$ cat config.mk
export PLATFORM = sky130hd
export DESIGN_NAME = alu_issue_ctrl
export DESIGN_NICKNAME = d
export VERILOG_FILES = /design/src/rtl/alu_issue_ctrl.sv
export SDC_FILE = /design/constraint.sdc
export NUM_CORES = 1
export LEC_CHECK = 0
export CORE_UTILIZATION = 44
export CTS_BUF_LIST = sky130_fd_sc_hd__clkbuf_4 sky130_fd_sc_hd__clkbuf_8 sky130_fd_sc_hd__clkbuf_16
export CTS_CLUSTER_SIZE = 28
export DETAILED_ROUTE_END_ITERATION = 16
export PLACE_DENSITY = 0.83
export SYNTH_ARGS = -nofsm -noshare
export SYNTH_HDL_FRONTEND = slang
export SYNTH_SLANG_ARGS = --single-unit
$ cat constraint.sdc
create_clock -name clk -period 2.3 [get_ports clk]
set_input_delay 0.23 -clock clk [delete_from_list [all_inputs] [get_ports clk]]
set_output_delay 0.23 -clock clk [all_outputs]
set_load 0.005 [all_outputs]
$ cat src/rtl/alu_issue_ctrl.sv
// Initiator-side ALU issue controller: decodes a request, drives the ALU, returns its result.
// Optional macro ALU_ISSUE_NOR_EN adds the NOR encoding (ALUOp 10, funct3 100, funct7[5] 1).
module alu_issue_ctrl #(
  parameter int WIDTH = 32,
  parameter int CNT_W = 16
) (
  input  logic             clk,
  input  logic             rst_n,
  input  logic             req_valid,
  output logic             req_ready,
  input  logic [1:0]       req_alu_op,
  input  logic [2:0]       req_funct3,
  input  logic             req_funct7_5,
  input  logic             req_op_5,
  input  logic [WIDTH-1:0] req_a,
  input  logic [WIDTH-1:0] req_b,
  output logic [WIDTH-1:0] alu_a,
  output logic [WIDTH-1:0] alu_b,
  output logic [3:0]       alu_ctrl,
  input  logic [WIDTH-1:0] alu_result,
  input  logic             alu_zero,
  output logic             rsp_valid,
  input  logic             rsp_ready,
  output logic [WIDTH-1:0] rsp_result,
  output logic             rsp_zero,
  output logic             rsp_illegal,
  output logic [CNT_W-1:0] op_count
);

  typedef enum logic [1:0] {IDLE, ISSUE, RESP} state_t;

  state_t           state_q, state_d;
  logic [WIDTH-1:0] alu_a_q, alu_b_q;
  logic [3:0]       alu_ctrl_q;
  logic [WIDTH-1:0] rsp_result_q;
  logic             rsp_zero_q, rsp_illegal_q, rsp_valid_q;
  logic [CNT_W-1:0] op_count_q;

  logic       dec_legal;
  logic [3:0] dec_ctrl;
  logic       accept, load_op, load_ill, capture, rsp_done;

  // Returns {legal, ctrl}
  function automatic logic [4:0] decode(input logic [1:0] op, input logic [2:0] f3,
                                        input logic f7_5, input logic op_5);
    logic [4:0] r;
    r = 5'b0_0000;
    unique case (op)
      2'b00: r = 5'b1_0010;
      2'b01: r = 5'b1_0110;
      2'b10: begin
        unique case (f3)
          3'b000: r = (f7_5 & op_5) ? 5'b1_0110 : 5'b1_0010;
          3'b111: r = 5'b1_0000;
          3'b110: r = 5'b1_0001;
          3'b010: r = 5'b1_0111;
`ifdef ALU_ISSUE_NOR_EN
          3'b100: r = f7_5 ? 5'b1_1100 : 5'b0_0000;
`endif
          default: r = 5'b0_0000;
        endcase
      end
      default: r = 5'b0_0000;
    endcase
    return r;
  endfunction

  function automatic logic [CNT_W-1:0] sat_inc(input logic [CNT_W-1:0] c);
    if (&c) return c;
    return c + {{(CNT_W-1){1'b0}}, 1'b1};
  endfunction

  always_comb begin
    {dec_legal, dec_ctrl} = decode(req_alu_op, req_funct3, req_funct7_5, req_op_5);
  end

  always_ff @(posedge clk) begin
    if (!rst_n) state_q <= IDLE;
    else        state_q <= state_d;
  end

  always_comb begin
    state_d = state_q;
    unique case (state_q)
      IDLE:    if (req_valid) state_d = dec_legal ? ISSUE : RESP;
      ISSUE:   state_d = RESP;
      RESP:    if (rsp_ready) state_d = IDLE;
      default: state_d = IDLE;
    endcase
  end

  always_comb begin
    req_ready = (state_q == IDLE);
    accept    = req_ready & req_valid;
    load_op   = accept & dec_legal;
    load_ill  = accept & ~dec_legal;
    capture   = (state_q == ISSUE);
    rsp_done  = (state_q == RESP) & rsp_ready;
  end

  // Illegal requests bypass the ALU so its operands keep the last legal values
  always_ff @(posedge clk) begin
    if (!rst_n) begin
      alu_a_q       <= '0;
      alu_b_q       <= '0;
      alu_ctrl_q    <= '0;
      rsp_result_q  <= '0;
      rsp_zero_q    <= 1'b0;
      rsp_illegal_q <= 1'b0;
      rsp_valid_q   <= 1'b0;
      op_count_q    <= '0;
    end else begin
      if (load_op) begin
        alu_a_q    <= req_a;
        alu_b_q    <= req_b;
        alu_ctrl_q <= dec_ctrl;
      end
      if (load_ill) begin
        rsp_result_q  <= '0;
        rsp_zero_q    <= 1'b0;
        rsp_illegal_q <= 1'b1;
        rsp_valid_q   <= 1'b1;
      end else if (capture) begin
        rsp_result_q  <= alu_result;
        rsp_zero_q    <= alu_zero;
        rsp_illegal_q <= 1'b0;
        rsp_valid_q   <= 1'b1;
        op_count_q    <= sat_inc(op_count_q);
      end else if (rsp_done) begin
        rsp_valid_q   <= 1'b0;
      end
    end
  end

  assign alu_a       = alu_a_q;
  assign alu_b       = alu_b_q;
  assign alu_ctrl    = alu_ctrl_q;
  assign rsp_valid   = rsp_valid_q;
  assign rsp_result  = rsp_result_q;
  assign rsp_zero    = rsp_zero_q;
  assign rsp_illegal = rsp_illegal_q;
  assign op_count    = op_count_q;

endmodule

==> flow_metrics.env <==
export IMPL_status="completed"
export IMPL_grt_pass1_vias=4577
export IMPL_swShare_pct=23.8
export IMPL_critical_path_required_ns=2.68
export IMPL_worst_path_buf_inv=0
export IMPL_combPwrFrac_pct=13.8
export IMPL_ys_flop_type="dfxtp_1"
export IMPL_ios=228
export IMPL_critPathArrivalTime_ns=2.32
export IMPL_r2r_setup_slack_ns=0.37
export IMPL_wirelength_um=13600
export IMPL_layout_common_cells="clkdlybuf4s50_1, nand2_1, dfxtp_1, mux2i_1, a21oi_1"
export IMPL_ys_ff_latch=120
export IMPL_ant_nets=0
export IMPL_antennaDiodeCount=0
export IMPL_p_sw_mw=1.33
export IMPL_cts_hold_buf=0
export IMPL_die_width_um=107
export IMPL_clockPowerShare_pct=45.9
export IMPL_seq_area_frac_synth_pct=49.8
export IMPL_tightest_slew_ns=0.633
export IMPL_grt_pass1_wl_um=21500
export IMPL_grt_max_degree=103
export IMPL_overflow=0
export IMPL_crit_type="register to register"
export IMPL_powerDensity_nw_per_um2=717
export IMPL_synth_edf_count=0
export IMPL_path_cells="ha_1 > nand4_1 > nor4_1 > o311ai_0 > o41ai_1"
export IMPL_leakagePower_nw=2.86
export IMPL_cts_resized=0
export IMPL_wire_per_inst_um=14.7
export IMPL_cts_tree="yes"
export IMPL_worstSkewPairLatency_ns=0.50
export IMPL_syn_num_nets=669
export IMPL_postCtsSetupRepairBufs=0
export IMPL_syn_area_per_cell_um2=8.61
export IMPL_rsz0062_at_grt="no"
export IMPL_fillCellCount=786
export IMPL_die_h_um=107
export IMPL_drc_errors=0
export IMPL_crit_family="simple AND/OR/NAND/NOR gates"
export IMPL_antenna_found_initial=0
export IMPL_ys_types=44
export IMPL_clkSlewWorstSetupHoldPaths_ns=0.06
export IMPL_dr_pass1_iters=7
export IMPL_final_common_cell="clkdlybuf4s50_1"
export IMPL_internal_power_mw=4.25
export IMPL_first_iter_violations=205
export IMPL_async_reset_ff_share_pct=0
export IMPL_vias=4672
export IMPL_final_nets=886
export IMPL_rows=37
export IMPL_slowest_stage="nor4_1"
export IMPL_grtUsageTotal_pct=23.7
export IMPL_die_area_um2=11400
export IMPL_max_slew_margin_pct=57.4
export IMPL_cts_root_buf="clkbuf_8"
export IMPL_drv_cap=0
export IMPL_routabilityCongestion=0.790
export IMPL_yosys_warnings=0
export IMPL_port_buffers=226
export IMPL_setup_viol_count_final=0
export IMPL_cts_buffers=17
export IMPL_seq_power_share_pct=40.3
export IMPL_period_needed_ns=1.93
export IMPL_finalCritPeriodShare_pct=84.1
export IMPL_via_per_inst=5.05
export IMPL_hp_class="input port to register"
export IMPL_fin_util_pct=74.3
export IMPL_clock_skew_ns=0.00968
export IMPL_finalHoldViolCount=0
export IMPL_core_area_um2=10500
export IMPL_critical_path_max_fanout=5
export IMPL_syn_instance_count=560
export IMPL_drive_above_1_share_pct=6.08
export IMPL_fin_tns_setup_ns=0
export IMPL_cts_sinks=120
export IMPL_cts_buffer_depth=2
export IMPL_drv_slew=0
export IMPL_start_kind="register"
export IMPL_ir_drop_uv=486
export IMPL_cp_end_kind="register"
export IMPL_slowest_delay_ns=0.54
export IMPL_initial_core_util_pct=46.1
export IMPL_cts_max_level=4
export IMPL_mappedNetlistArea_um2=4820
export IMPL_dp_hpwl_um=9660
export IMPL_area_delta_synth_final_pct=61.4
export IMPL_fmax_ghz=0.517
==> routing by layer <==
metal | part of all wire (%) | global-route usage, % | up-vias
met1 | 41 | 27.0 | 2152
met5 | 0 | 0 | -
met3 | 5.6 | 5.96 | 35
met2 | 51 | 41.3 | 166
met4 | 2.8 | 11.4 | 0
li1 | - | - | 2319
==> power by group through the flow <==
stage          Sequential (mW)  Combinational (mW)  Clock (mW)
6_report                  2.25               0.768        2.56
5_1_grt                   2.26               0.829        2.71
4_1_cts                   2.25               0.775        2.60
3_5_place_dp              2.29               0.770           0
3_3_place_gp              2.29               0.749           0
2_1_floorplan             2.30               0.289           0
==> cell usage after synthesis, types with 5 or more instances <==
cell,instances,area share [%]
mux2i_1,70,15
clkbuf_1,28,2.2
nor4_1,5,0.65
dfxtp_1,120,50
a21oi_1,40,4.2
nand2_1,209,16
buf_4,7,1.1
o21ai_0,5,0.52
nor2_1,9,0.70
nor2b_1,5,0.65
==> kinds of logic after synthesis <==
family,share of synthesized area [%]
other cells,0.0778
simple gates,23.3
flops,49.8
compound gates,8.15
mux,14.5
buf+inv,3.79
fa+ha+maj,0.260
==> tightest hold or removal path: cells and delay by family <==
| kind | cells | cell delay [ns] |
|---|---|---|
| buffers and inverters | 3 | 0.37 |
| AO/OA/AOI/OAI | 1 | 0.11 |
==> flip-flops by register name, indices dropped and copies added (netlist names) <==
| name | flops |
|---|---|
| rsp_valid | 1 |
| rsp_zero | 1 |
| op_count | 16 |
| rsp_illegal | 1 |
| state_q | 2 |
| alu_b | 32 |
| rsp_result | 32 |
| alu_ctrl | 3 |
| alu_a | 32 |
==> per-stage QoR <==
step                      power, mW  hold slack, ns  instances  setup WS [ns]  instance area, um2
after floorplan                2.59           0.366        560          0.713                4820
after global placement         3.04           0.441        894          0.311                7200
after detailed placement       3.06           0.447        894          0.227                7200
after CTS                      5.62           0.240        926          0.374                7780
after global routing           5.80           0.265        926          0.217                7780
final                          5.58           0.262        926          0.367                7780
==> layout make-up <==
class,instances,area (um2),area share [%]
well taps,136,170,2.19
flip-flops and latches,120,2400,30.9
clock inverters,13,145,1.87
repair buffers,235,2360,30.4
clock buffers,19,435,5.60
inverters,4,15.0,0.193
multi-input cells,399,2240,28.9
==> path summary, 6_finish.rpt <==
check	from	end	cells after the start
worst max-delay path	op_count[0]	op_count[11]	5
worst max register to register	op_count[0]	op_count[11]	5
worst min-delay path	rst_n	op_count[2]	4
worst min register to register	rsp_result[21]	rsp_result[21]	2
(Power assumes the default switching activity.)
